<file path="config.mk">
export PLATFORM = sky130hd
export DESIGN_NAME = addw_share_arb
export DESIGN_NICKNAME = d
export VERILOG_FILES = /design/src/rtl/addw_share_arb.sv
export SDC_FILE = /design/constraint.sdc
export NUM_CORES = 1
export LEC_CHECK = 0
export ABC_CLOCK_PERIOD_IN_PS = 8710
export BUFFER_PORTS_ARGS = -buffer_cell sky130_fd_sc_hd__buf_2
export CAP_MARGIN = 0
export CORE_UTILIZATION = 55
export CTS_CLUSTER_DIAMETER = 120
export DETAILED_ROUTE_END_ITERATION = 10
export HOLD_SLACK_MARGIN = 0.02
export PLACE_DENSITY = 0.88
export SLEW_MARGIN = 10
export SYNTH_ARGS = -nofsm -noshare
export SYNTH_HDL_FRONTEND = slang
export SYNTH_SLANG_ARGS = --single-unit
</file>
<file path="constraint.sdc">
create_clock -name clk -period 8.71 [get_ports clk]
set_clock_uncertainty 0.15 [all_clocks]
set_input_delay 1.742 -clock clk [delete_from_list [all_inputs] [get_ports clk]]
set_output_delay 1.742 -clock clk [all_outputs]
set_load 0.02 [all_outputs]
</file>
<file path="src/rtl/addw_share_arb.sv">
// -----------------------------------------------------------------------------
// addw_share_arb
//
// Round-robin arbiter and two-stage sequencer that time-shares a single `addw`
// adder among NREQ requesters. Each requester offers an operand pair and a
// predicate through valid/ready. One requester is granted per cycle. Its
// operands are registered into the issue stage (S1), which drives the adder.
// The sum is then captured into the result stage (S2) together with the
// requester's index.
//
// Optional feature: define ADDW_SHARE_ARB_CARRY_EN to widen the adder by one
// bit and expose the carry-out on res_carry. With the macro undefined the
// res_carry port does not exist. Handshake and timing are the same in both
// builds.
//
// Parameters:
//   WIDTH       operand/result width (forwarded to addw as `width`)
//   NREQ        number of requesters, 2..8
// Ports:
//   clk         clock, all state changes on the rising edge
//   reset       synchronous active-high reset
//   req_valid   per-requester operation pending
//   req_ready   per-requester accept this cycle (one-hot or zero)
//   req_a/req_b packed operands, requester i at [i*WIDTH +: WIDTH]
//   req_pred    per-requester predicate
//   res_valid   result register holds a result
//   res_ready   consumer takes the result this cycle
//   res_data    A+B mod 2^WIDTH
//   res_id      issuing requester index, zero-extended to 3 bits
//   res_enable  registered predicate of the operation
//   res_carry   carry-out (ADDW_SHARE_ARB_CARRY_EN builds only)
// -----------------------------------------------------------------------------

// Adder macrocell model: plain combinational add. The enable is passed through
// so that the predicate travels alongside the sum.
module addw #(
  parameter int width = 16
) (
  input  logic [width-1:0] i0_a,
  input  logic [width-1:0] i0_b,
  input  logic             i0_enable,
  output logic [width-1:0] o0_sum,
  output logic             o0_enable
);
  assign o0_sum    = i0_a + i0_b;
  assign o0_enable = i0_enable;
endmodule

module addw_share_arb #(
  parameter int WIDTH = 16,
  parameter int NREQ  = 4
) (
  input  logic                  clk,
  input  logic                  reset,
  input  logic [NREQ-1:0]       req_valid,
  output logic [NREQ-1:0]       req_ready,
  input  logic [NREQ*WIDTH-1:0] req_a,
  input  logic [NREQ*WIDTH-1:0] req_b,
  input  logic [NREQ-1:0]       req_pred,
  output logic                  res_valid,
  input  logic                  res_ready,
  output logic [WIDTH-1:0]      res_data,
  output logic [2:0]            res_id,
  output logic                  res_enable
`ifdef ADDW_SHARE_ARB_CARRY_EN
  ,
  output logic                  res_carry
`endif
);

  localparam int PTR_W  = (NREQ > 1) ? $clog2(NREQ) : 1;
  localparam int PTR_W1 = PTR_W + 1;
`ifdef ADDW_SHARE_ARB_CARRY_EN
  localparam int ADD_W  = WIDTH + 1;
`else
  localparam int ADD_W  = WIDTH;
`endif

  // Round-robin pointer
  logic [PTR_W-1:0] ptr_q, ptr_d;

  // S1: issue register
  logic             v1_q, v1_d;
  logic [WIDTH-1:0] a1_q, a1_d;
  logic [WIDTH-1:0] b1_q, b1_d;
  logic             pred1_q, pred1_d;
  logic [PTR_W-1:0] id1_q, id1_d;

  // S2: result register
  logic             v2_q, v2_d;
  logic [WIDTH-1:0] data2_q, data2_d;
  logic [PTR_W-1:0] id2_q, id2_d;
  logic             en2_q, en2_d;
`ifdef ADDW_SHARE_ARB_CARRY_EN
  logic             carry2_q, carry2_d;
`endif

  // Arbitration
  logic [NREQ-1:0]  grant;
  logic             grant_any;
  logic [PTR_W-1:0] grant_idx;
  logic [PTR_W1-1:0] scan_sum;
  logic [PTR_W-1:0] scan_idx;

  // Handshake
  logic s1_load, s2_load, accept;

  // Adder connections
  logic [ADD_W-1:0] add_a, add_b, add_sum;
  logic             add_en;

  // First valid requester at or after ptr, wrapping modulo NREQ.
  // NOTE: every signal assigned in an always_comb gets a default before any
  // conditional assignment; otherwise synthesis infers a latch.
  always_comb begin
    grant     = '0;
    grant_any = 1'b0;
    grant_idx = '0;
    scan_sum  = '0;
    scan_idx  = '0;
    for (int k = 0; k < NREQ; k++) begin
      scan_sum = {1'b0, ptr_q} + PTR_W1'(k);
      if (scan_sum >= PTR_W1'(NREQ)) scan_sum = scan_sum - PTR_W1'(NREQ);
      scan_idx = scan_sum[PTR_W-1:0];
      if (!grant_any && req_valid[scan_idx]) begin
        grant_any       = 1'b1;
        grant_idx       = scan_idx;
        grant[scan_idx] = 1'b1;
      end
    end
  end

  // S2 accepts from S1 when it is empty or is draining this cycle. S1 accepts
  // a new grant when it is empty or is handing its contents to S2. This gives
  // full throughput with no bubble when both stages are occupied.
  assign s2_load   = v1_q & (~v2_q | res_ready);
  assign s1_load   = ~v1_q | s2_load;
  assign accept    = grant_any & s1_load & ~reset;
  assign req_ready = grant & {NREQ{s1_load & ~reset}};

`ifdef ADDW_SHARE_ARB_CARRY_EN
  assign add_a = {1'b0, a1_q};
  assign add_b = {1'b0, b1_q};
`else
  assign add_a = a1_q;
  assign add_b = b1_q;
`endif

  addw #(
    .width(ADD_W)
  ) u_addw (
    .i0_a      (add_a),
    .i0_b      (add_b),
    .i0_enable (pred1_q),
    .o0_sum    (add_sum),
    .o0_enable (add_en)
  );

  always_comb begin
    ptr_d   = ptr_q;
    v1_d    = v1_q;
    a1_d    = a1_q;
    b1_d    = b1_q;
    pred1_d = pred1_q;
    id1_d   = id1_q;
    v2_d    = v2_q;
    data2_d = data2_q;
    id2_d   = id2_q;
    en2_d   = en2_q;
`ifdef ADDW_SHARE_ARB_CARRY_EN
    carry2_d = carry2_q;
`endif

    if (accept) begin
      ptr_d = (grant_idx == PTR_W'(NREQ - 1)) ? '0 : grant_idx + 1'b1;
    end

    // S1 empties when it hands off and nobody is granted.
    if (s1_load) begin
      v1_d = grant_any;
      if (grant_any) begin
        a1_d    = req_a[grant_idx*WIDTH +: WIDTH];
        b1_d    = req_b[grant_idx*WIDTH +: WIDTH];
        pred1_d = req_pred[grant_idx];
        id1_d   = grant_idx;
      end
    end

    if (s2_load) begin
      v2_d    = 1'b1;
      data2_d = add_sum[WIDTH-1:0];
      id2_d   = id1_q;
      en2_d   = add_en;
`ifdef ADDW_SHARE_ARB_CARRY_EN
      carry2_d = add_sum[WIDTH];
`endif
    end else if (res_ready && v2_q) begin
      v2_d = 1'b0;
    end
  end

  // NOTE: sequential state uses non-blocking assignments so every flop samples
  // its _d value from before the edge, independent of statement order.
  // Datapath registers are reset too because the result outputs have defined
  // reset values.
  always_ff @(posedge clk) begin
    if (reset) begin
      ptr_q    <= '0;
      v1_q     <= 1'b0;
      a1_q     <= '0;
      b1_q     <= '0;
      pred1_q  <= 1'b0;
      id1_q    <= '0;
      v2_q     <= 1'b0;
      data2_q  <= '0;
      id2_q    <= '0;
      en2_q    <= 1'b0;
`ifdef ADDW_SHARE_ARB_CARRY_EN
      carry2_q <= 1'b0;
`endif
    end else begin
      ptr_q    <= ptr_d;
      v1_q     <= v1_d;
      a1_q     <= a1_d;
      b1_q     <= b1_d;
      pred1_q  <= pred1_d;
      id1_q    <= id1_d;
      v2_q     <= v2_d;
      data2_q  <= data2_d;
      id2_q    <= id2_d;
      en2_q    <= en2_d;
`ifdef ADDW_SHARE_ARB_CARRY_EN
      carry2_q <= carry2_d;
`endif
    end
  end

  assign res_valid  = v2_q;
  assign res_data   = data2_q;
  assign res_id     = 3'(id2_q);
  assign res_enable = en2_q;
`ifdef ADDW_SHARE_ARB_CARRY_EN
  assign res_carry  = carry2_q;
`endif

endmodule
</file>
After elaboration in Yosys (flattened, before gate mapping)
Cells that the tools add are included.
- bits of input ports: 139
- bits in registers: 58
- equal/unequal tests: 1
- reductions and logical operators: 13
- magnitude comparators: 13
- bitwise logic cells: 13
- multiplexer cells: 37
- shift operators: 2
- $add $sub $neg: 9
- operators with widths (kind ; number):
    $shiftx A64 B7 Y16 ; 2
    $mux W2 ; 9
    $add A16 B16 Y16 ; 1
    $mux W4 ; 4
    $lt A2 B3 Y1 const B ; 5
    $mux W1 ; 15
    $or A4 B4 Y4 ; 3
    $bmux W1 S2 ; 5
    $ge A3 B3 Y1 const B ; 3
    $demux W1 S2 ; 4
    $ge A2 B1 Y1 const B ; 4
    $logic_and A1 B1 Y1 ; 8
    $sub A2 B1 Y2 const B ; 4
    $add A2 B2 Y3 const B ; 2
    $and A1 B1 Y1 ; 4
    $and A4 B4 Y4 ; 1
    $add A2 B1 Y3 const B ; 1
    $ge A2 B3 Y1 const B ; 1
    $logic_not A1 Y1 ; 3
    $not A1 Y1 ; 3
    $add A2 B1 Y2 const B ; 1
    $eq A2 B2 Y1 const B ; 1
    $or A1 B1 Y1 ; 2
    $reduce_and A2 Y1 ; 1
    $reduce_bool A2 Y1 ; 1

Longest topological paths before layout
Gate-level depths: netlist of run 1.
- depth after elaboration: 16
- depth in mapped cells: 16
- gate-level depth less buffers: 11

Cells and area by module
Synthesis of run 1 repeated with hierarchy kept, for this count alone.
- cells, all modules: 631
- area total of the unflattened synthesis: 4919.7 um^2
- modules (own cells, without submodules) (module ; seq. area each (um^2) ; area an instance (um^2) ; instances ; cells each):
    addw_share_arb ; 1161.1 ; 4166.5 ; 1 ; 529
    addw ; 0.0 ; 753.2 ; 1 ; 102

Least setup slack after synthesis of run 1
OpenSTA, ideal clock, no wires.
- path kind: in2out
- start point: input port req_valid[0]
- end point: output port req_ready[0]
- buffers on the path: 1
- setup slack: 3.611 ns
- data arrival time: 3.207 ns
- stages: 6
- cells stage by stage: buf_2 or4b_2 o21ai_0 o21a_1 a221oi_1 nor2_1
- cells in the longest elaborated chain, start to end: 13
- ends and longest elaborated chain (what ; line ; RTL):
    start, declared ; 55 ; input logic [NREQ-1:0] req_valid,
    $bmux W1 S2 ; 125 ; if (!grant_any && req_valid[scan_idx]) begin
    $mux W1 (implied by the code) ; 125 ;
    $mux W1 ; 125 ;
    $logic_not A1 Y1 ; 125 ;
    $logic_and A1 B1 Y1 ; 125 ;
    $mux W1 ; 125 ;
    $logic_not A1 Y1 ; 125 ;
    $logic_and A1 B1 Y1 ; 125 ;
    $mux W1 ; 125 ;
    $logic_not A1 Y1 ; 125 ;
    $logic_and A1 B1 Y1 ; 125 ;
    $mux W4 (*) ; 125 ;
    $and A4 B4 Y4 (*) ; 139 ; assign req_ready = grant & {NREQ{s1_load & ~reset}};
    end, declared ; 56 ; output logic [NREQ-1:0] req_ready,
Mark *: on every way between the ends. The rest lies on a longest branch, timed or not. The select of a mux whose other input is x is not followed.

Worst setup path after layout of run 1
- start point: input port req_valid[0]
- end point: output port req_ready[3]
The elaborated chain is that of the path after synthesis.

==> results of run 1 <==
## logic make-up after synthesis
logic type | count (synthesis) | synth area share, %
DFF | 58 | 24.56
adders and majority gates | 24 | 6.510
and+or+nand+nor | 200 | 26.25
muxes | 15 | 4.260
other | 1 | 0.07931
AOI/OAI and AO/OA | 171 | 29.98
xor gates and xnor gates | 6 | 1.111
buffers and inverters | 56 | 7.251
## path summary, 6_finish.rpt
check	slack [ns]	start	end	cells after the start
setup / recovery	3.56	req_valid[0]	req_ready[3]	7
hold / removal	0.31	id2_q[1]$_SDFFE_PP0P_	id2_q[1]$_SDFFE_PP0P_	2
setup reg to reg	4.58	ptr_q[0]$_SDFFE_PP0P_	add_b[0]$_SDFFE_PP0P_	8
hold reg to reg	0.31	id2_q[1]$_SDFFE_PP0P_	id2_q[1]$_SDFFE_PP0P_	2
## worst max-delay path, stage by stage
cell and delay (ns):
buf_2 0.16, or4b_2 0.63, o21ai_0 0.17, o21a_1 0.21
a221oi_1 0.10, nor2_1 0.09, buf_2 0.16
## power by group
| group | internal (W) | switching [W] |
|---|---|---|
| clock | 0.000148 | 0.000101 |
| sequential | 0.000372 | 0.0000817 |
| combinational | 0.000456 | 0.000643 |
## state kept, by name (all words and copies together), names as in the netlist
signal / cells
a1_q: 16
add_b: 16
id1_q: 2
id2_q: 2
pred1_q: 1
ptr_q: 2
res_data: 16
res_enable: 1
res_valid: 1
v1_q: 1
## layer usage
metal	up-vias	global-route usage, %
met3	15	3.060
li1	2278	-
met4	0	8.586
met5	-	0
met2	177	46.40
met1	2115	38.37
## per-stage QoR
step | total power (W) | hold slack, ns | cell area [um2] | utilization [%]
after floorplan | 0.001374 | 0.2788 | 4728 | -
after global placement | 0.001499 | 0.2902 | 5410 | 65.52
after detailed placement | 0.001542 | 0.2968 | 5410 | 65.52
after CTS | 0.001793 | 0.3057 | 5608 | 67.91
after global routing | 0.001933 | 0.3198 | 5609 | 67.92
final | 0.001802 | 0.3050 | 5609 | 67.92
## final cells by class
type,count,area share (%)
clock inverter,2,0.6246
timing repair buffer,168,15.26
multi-input combinational,417,57.62
tap,105,2.342
clock buffer,14,2.900
inverter,5,0.5577
sequential,58,20.70
## layout by cell type (no fill, tap or decap), drive strengths merged, types with 14 or more instances in the layout
master	n
buf	168
and3	60
dfxtp	58
a211oi	57
o21ai	39
nor3	33
nand2	28
nand3	27
a21oi	25
ha	23
nor2	17
clkbuf	14
==> key figures, run 1 <==
Routing
  • DR pass1 iterations: 6
  • Post-route ant nets: 0
  • Wirelength per Cell: 16.16 um
  • Vias post-DR: 4585
  • Routed length on met2: 5899 um
  • Highest Signal Layer: met4
  • Wire length on met3: 608 um
  • Initial DRC Count: 268
  • Vias/cell: 5.962
  • DRC viols: 0
  • Aggregate routed wire length: 12430 um
  • Post-Route M1 WL: 5748 um

STA
  • Hold Vio Cnt, Final: 0
  • Setup WS post-layout: 3.557 ns
  • Setup Viol. Count Final: 0
  • Slew Limit Fails: 0
  • RSZ-0062 raised after global routing: false
  • Worst Max-Slew Pin Slew: 0.9828 ns
  • Slew headroom: 34.04%
  • Final worst path period need: 5.153 ns
  • Fmax: 194.1 MHz
  • Sum Neg Setup Slack: 0 ns
  • Final period util: 59.16%

Power
  • PD cells: 321.3 mW/mm2
  • Leak Pwr: 2.534 nW
  • Max VDD drop: 153.1 uV

Critical path
  • Worst EP required: 6.82 ns
  • Critical path class: primary input to output pin
  • Critical path arrival: 3.26 ns
  • CP Launch Type: primary input
  • Worst-path fanout max: 10
  • Crit. End Element: output pin

Synth
  • Area leader, netlist: dfxtp_1
  • Yosys top cell area share: 24.56%
  • Net count after synthesis: 694
  • Count of warnings emitted by yosys: 0
  • Syn_area_per_cell: 8.904 um2
  • Mapped Area: 0.004728 mm2
  • Cell count after synthesis: 531
  • EDFF count, synth: 0
  • Main synth FF type: dfxtp_1
  • Most frequent cell after synthesis: and3_1
  • Post-synth cell types: 64
  • Post-synthesis sequential area ratio: 24.56%
  • Async S/R FF share, synth: 0%
  • Synth top area cells: dfxtp_1, a211oi_2, and3_1
  • Synth top cells by count: and3_1, dfxtp_1, a211oi_2, o21ai_0
  • Synthesized flop and latch total: 58

Finish
  • Fill cells: 697
  • Sequential cell area: 0.001161 mm2
  • Non-Filler Instances: 769
  • Multi-input gate area: 0.003232 mm2
  • N_diodes: 0
  • Final #Nets: 822
  • Area growth syn-to-layout: 18.63%
  • Layout cells sized above 1: 43.22%

Global routing
  • Total track usage: 28.12%
  • Number of global-route vias before repair: 4236
  • First-pass GRT wire length: 19880 um
  • Largest net degree at the start of global routing: 63
  • Initial antenna violation count: 0
  • Overflow after GRT: 0

Placed design
  • RD Place Congestion: 0.9089
  • Placed cells: 753
  • DP HPWL: 9481 um
  • Port Buffers: 162
  • Post-Place Setup Slack: 3.558 ns

Min path
  • Min-delay worst type: flop to flop

Die
  • Die ar.: 0.008972 mm2
  • Die X: 94.72 um
  • Die Height: 94.72 um
  • Ports: 164
  • Row count: 33
  • Initial core utilization: 57.26%
  • Core Footprint: 0.008258 mm2

Clock tree
  • Clock Latency Late Sink: 0.33 ns
  • CTS buffer count: 9
  • Clock Sinks: 58
  • Setup bufs post-CTS: 0
  • Longest Clk Path Bufs: 2
  • CTS tree: done
  • Hold buffers post-CTS: 0
  • CTS resizes: 0
  • Root Buffer: clkbuf_8
  • CTS H-tree lvls: 3
  • CTS clk-pin slew, worst paths: 0.06 ns

Run
  • Max cap viols: 0

Run status
  • Outcome: finished clean
Note: power is estimated with default switching activity, not from simulation.
==> run 2: changes to the inputs <==
- ABC_CLOCK_PERIOD_IN_PS: 8710 -> 4500
- CORE_UTILIZATION: 55 -> 46
- PLACE_DENSITY: 0.88 -> 0.78
- clock period: 8.71 -> 4.5 ns (I/O delays scaled with it)
==> run 2 against run 1 <==
Net effect: global-route usage down 4.7 points; clock power rose by 99%; combinational power is 95% higher; first-iteration DRC count fell by 39%; critical path depth grew 1; design area increased by 1.1%; hold slack improved by 0.0012 ns; sequential share of layout area decreased by 0.23 points; critical path type is now flop to output pin.
==> key figures, run 2 (same netlist as run 1, synthesis figures left out) <==
Finish
  • N_diodes: 0
  • Final #Nets: 825
  • Commonest cells after routing, fill and taps aside: buf_2, and3_1, dfxtp_1
  • Commonest non-fill, non-tap cell in the layout: buf_2
  • Non-Filler Instances: 800
  • Layout cells sized above 1: 43.63%
  • Design Area, Final: 0.005673 mm2
  • Area growth syn-to-layout: 19.98%

STA
  • Sum Neg Setup Slack: 0 ns
  • Slew Limit Fails: 0
  • Slew headroom: 54.72%
  • Worst Hold Slack: 0.3062 ns
  • Fmax: 238.3 MHz
  • RSZ-0062 raised after global routing: false
  • Setup Viol. Count Final: 0
  • Final period util: 93.27%
  • Hold Vio Cnt, Final: 0
  • Final worst path period need: 4.197 ns
  • Worst Max-Slew Pin Slew: 0.6783 ns

Run status
  • Outcome: finished clean

Placed design
  • DP HPWL: 9494 um
  • Port Buffers: 162
  • Placed cells: 784
  • RD Place Congestion: 0.9105
  • Area after DPL: 0.005468 mm2

Global routing
  • Total track usage: 23.46%
  • Largest net degree at the start of global routing: 63
  • Number of global-route vias before repair: 4082
  • Initial antenna violation count: 0
  • Overflow after GRT: 0
  • First-pass GRT wire length: 19450 um

Power
  • Sw frac: 46.04%
  • Comb power frac: 61.0%
  • Int Pwr: 0.001899 W
  • Max VDD drop: 349.7 uV
  • PD cells: 620.5 mW/mm2
  • Leak Pwr: 2.547 nW
  • Part of the power in registers: 24.9%
  • Clock power frac: 14.1%
  • Sw power: 0.001621 W

Clock tree
  • Setup bufs post-CTS: 0
  • Hold buffers post-CTS: 0
  • Longest Clk Path Bufs: 2
  • Clock Latency Late Sink: 0.35 ns
  • CTS resizes: 0
  • CTS H-tree lvls: 3
  • CTS tree: done
  • CTS buffer count: 9
  • CTS clk-pin slew, worst paths: 0.06 ns
  • Root Buffer: clkbuf_8
  • Clock Sinks: 58

Routing
  • DR pass1 iterations: 4
  • DRC viols: 0
  • Wirelength per Cell: 15.54 um
  • Aggregate routed wire length: 12430 um
  • Initial DRC Count: 163
  • Vias post-DR: 4518
  • Post-route ant nets: 0
  • Vias/cell: 5.648

Critical path
  • CP Launch Type: flop
  • Worst EP required: 3.45 ns
  • Critical-path cell list: inv_1 -> ha_1 -> or4b_2 -> o21ai_0 -> o21a_1 -> a221oi_1 -> nor2_1 -> buf_2
  • Critical path class: flop to output pin
  • Worst path bufs/invs: 2
  • Max stage delay cell, worst path: dfxtp_1
  • Worst-path fanout max: 19
  • Critical path's top delay family: flip-flops
  • Crit. End Element: output pin
  • CP peak stage delay: 0.76 ns
  • Critical path arrival: 3.15 ns
  • Flop-to-flop setup slack: 0.68 ns

Die
  • Core Footprint: 0.009864 mm2
  • Row count: 36
  • Initial core utilization: 47.93%
  • Die X: 103.4 um
  • Die ar.: 0.01069 mm2
  • Die Height: 103.4 um
  • Ports: 164

Min path
  • Min-delay worst type: flop to flop

Run
  • Max cap viols: 0
[run 2: area by class of cell]
cell class	count	area, um2
Clock buffer	12	155.1
Clock inverter	4	50.05
Fill cell	901	4192
Inverter	5	31.28
Multi-Input combinational cell	417	3231
Sequential cell	58	1161
Tap cell	133	166.4
Timing Repair Buffer	171	878.3
[run 2: final timing paths]
kind	end	depth (start not counted)	startpoint
setup / recovery	req_ready[2]	8	ptr_q[0]$_SDFFE_PP0P_
hold / removal	res_enable$_SDFFE_PP0P_	2	res_enable$_SDFFE_PP0P_
setup reg to reg	ptr_q[0]$_SDFFE_PP0P_	12	ptr_q[0]$_SDFFE_PP0P_
hold reg to reg	res_enable$_SDFFE_PP0P_	2	res_enable$_SDFFE_PP0P_
[run 2: stage by stage]
step                      setup slack [ns]  util [%]  power, W
final                               0.3030     57.51  0.003520
after global routing               0.02860     57.51  0.003773
after CTS                           0.3144     57.51  0.003507
after detailed placement            0.6947     55.43  0.003005
after global placement              0.8312     55.43  0.002949
after floorplan                     0.8540         -  0.002660
[run 2: worst register-to-register path, delay by kind of cell (launching register included)]
family | cells | cell delay [ns]
compound gates | 2 | 0.21
buf+inv | 3 | 0.83
flops | 1 | 0.76
fa+ha+maj | 2 | 0.81
mux | 1 | 0.33
simple gates | 4 | 0.67
[run 2: power groups by stage]
| stage | Sequential (W) | Combinational (W) | Clock, W |
|---|---|---|---|
| 3_5_place_dp | 0.000886 | 0.00212 | 0 |
| 3_3_place_gp | 0.000884 | 0.00207 | 0 |
| 4_1_cts | 0.000878 | 0.00213 | 0.000502 |
| 2_1_floorplan | 0.000891 | 0.00177 | 0 |
| 6_report | 0.000877 | 0.00215 | 0.000495 |
| 5_1_grt | 0.000905 | 0.00235 | 0.000522 |
[run 2: metal layers]
metal / share of wire [%] / vias to the layer above / GRT usage, %
met3: 5.2 / 20 / 4.099
met5: 0 / - / 0
met4: 1.9 / 0 / 7.909
met1: 47 / 2058 / 32.49
met2: 46 / 158 / 36.83
li1: - / 2282 / -
==> run 3: changes to the inputs <==
- CORE_MARGIN: default -> 4
==> run 3 against run 2 <==
Net effect: non-clock buffer count is the same; first-iteration DRC count grew 15%; highest routed layer unchanged; flip-flop and latch count is the same; final cell count shrank 0.13%; clock-buffer cell count grew 1; combinational power is essentially flat.
==> key figures, run 3 (same netlist as run 1, synthesis figures left out) <==
Die
  • Die X: 109.4 um
  • Die ar.: 0.01197 mm2
  • Core Footprint: 0.009910 mm2
  • Die Height: 109.4 um
  • Ports: 164
  • Row count: 36
  • Initial core utilization: 47.71%

Critical path
  • Worst EP required: 3.45 ns
  • Critical path class: flop to output pin
  • Critical path arrival: 3.12 ns
  • Max stage delay cell, worst path: dfxtp_1
  • Worst-path fanout max: 19
  • Critical-path cell list: inv_1 -> ha_1 -> or4b_2 -> o21ai_0 -> o21a_1 -> a221oi_1 -> nor2_1 -> buf_2
  • CP peak stage delay: 0.76 ns
  • CP Launch Type: flop
  • Crit. End Element: output pin

Run
  • Max cap viols: 0

Power
  • Max VDD drop: 287.6 uV
  • PD cells: 618.8 mW/mm2
  • Leak Pwr: 2.553 nW
  • Total power: 0.003510 W

Placed design
  • DP HPWL: 10200 um
  • RD Place Congestion: 0.8742
  • Post-Place Setup Slack: 0.6298 ns
  • Port Buffers: 162
  • Area after DPL: 0.005468 mm2

Clock tree
  • Setup bufs post-CTS: 0
  • CTS buffer count: 9
  • Clock Latency Late Sink: 0.33 ns
  • Root Buffer: clkbuf_8
  • Longest Clk Path Bufs: 2
  • Clock Sinks: 58
  • Hold buffers post-CTS: 0
  • CTS tree: done
  • CTS clk-pin slew, worst paths: 0.07 ns
  • CTS H-tree lvls: 3
  • CTS resizes: 0

STA
  • Sum Neg Setup Slack: 0 ns
  • Slew headroom: 43.29%
  • Fmax: 239.5 MHz
  • Hold Vio Cnt, Final: 0
  • Setup Viol. Count Final: 0
  • Final period util: 92.78%
  • Final worst path period need: 4.175 ns
  • Setup WS post-layout: 0.3251 ns
  • Worst Max-Slew Pin Slew: 0.8507 ns
  • Slew Limit Fails: 0
  • RSZ-0062 raised after global routing: false

Global routing
  • Total track usage: 21.40%
  • Largest net degree at the start of global routing: 63
  • First-pass GRT wire length: 20640 um
  • Overflow after GRT: 0
  • Number of global-route vias before repair: 4353
  • Initial antenna violation count: 0

Routing
  • Vias post-DR: 4524
  • DR pass1 iterations: 5
  • DRC viols: 0
  • Post-route ant nets: 0
  • Aggregate routed wire length: 13030 um
  • Wirelength per Cell: 16.31 um
  • Vias/cell: 5.662
  • Initial DRC Count: 187

Finish
  • N_diodes: 0
  • Final #Nets: 825
  • Design Area, Final: 0.005672 mm2
  • Layout cells sized above 1: 43.54%
  • Commonest non-fill, non-tap cell in the layout: buf_2
  • Commonest cells after routing, fill and taps aside: buf_2, and3_1, dfxtp_1
  • Utilization after layout: 57.23%
  • Area growth syn-to-layout: 19.95%

Min path
  • Min-delay worst type: flop to flop

Run status
  • Outcome: finished clean
run 3: changes by cell type in the layout (fill, tap and decap cells not counted):
| cell | previous run | this run |
|---|---|---|
| clkbuf_8 | 11 | 12 |
| clkinvlp_4 | 2 | 0 |
run 3: report_power, final:
| group | internal, W | switching (W) | leakage (nW) |
|---|---|---|---|
| Clock | 0.000297 | 0.000194 | 0.106 |
| Combinational | 0.000891 | 0.00124 | 1.97 |
| Sequential | 0.000720 | 0.000163 | 0.481 |
run 3: worst paths after layout:
check	startpoint	endpoint	slack (ns)	cells past startpoint
worst min register to register	res_data[7]$_SDFFE_PP0P_	res_data[7]$_SDFFE_PP0P_	0.31	2
worst max-delay path	ptr_q[0]$_SDFFE_PP0P_	req_ready[3]	0.33	8
worst max register to register	ptr_q[0]$_SDFFE_PP0P_	ptr_q[0]$_SDFFE_PP0P_	0.60	12
worst min-delay path	res_data[7]$_SDFFE_PP0P_	res_data[7]$_SDFFE_PP0P_	0.31	2
run 3: per-layer routing:
metal | part of all wire [%] | GRT usage, % | vias up
met3 | 7.0 | 5.050 | 16
met1 | 45 | 29.06 | 2075
met5 | 0 | 0 | -
li1 | - | - | 2280
met2 | 46 | 33.44 | 153
met4 | 1.6 | 6.946 | 0
run 3: per-stage QoR:
step | hold WS (ns) | instances
floorplan | 0.2788 | 531
detailed placement | 0.2982 | 784
finish | 0.3050 | 799
global placement | 0.2943 | 784
global route | 0.3192 | 799
CTS | 0.3072 | 799
run 3: layout make-up:
class	instances	area, um2
Clock buffer	13	168.9
Clock inverter	2	35.03
Fill cell	934	4238
Inverter	5	31.28
Multi-Input combinational cell	417	3231
Sequential cell	58	1161
Tap cell	133	166.4
Timing Repair Buffer	171	878.3
run 3: worst max-delay path: cells and delay by family, from the launching register on:
family,cells,cell delay [ns]
buf+inv,2,0.36
flops,1,0.76
compound gates,3,0.47
fa+ha+maj,1,0.50
simple gates,2,0.71
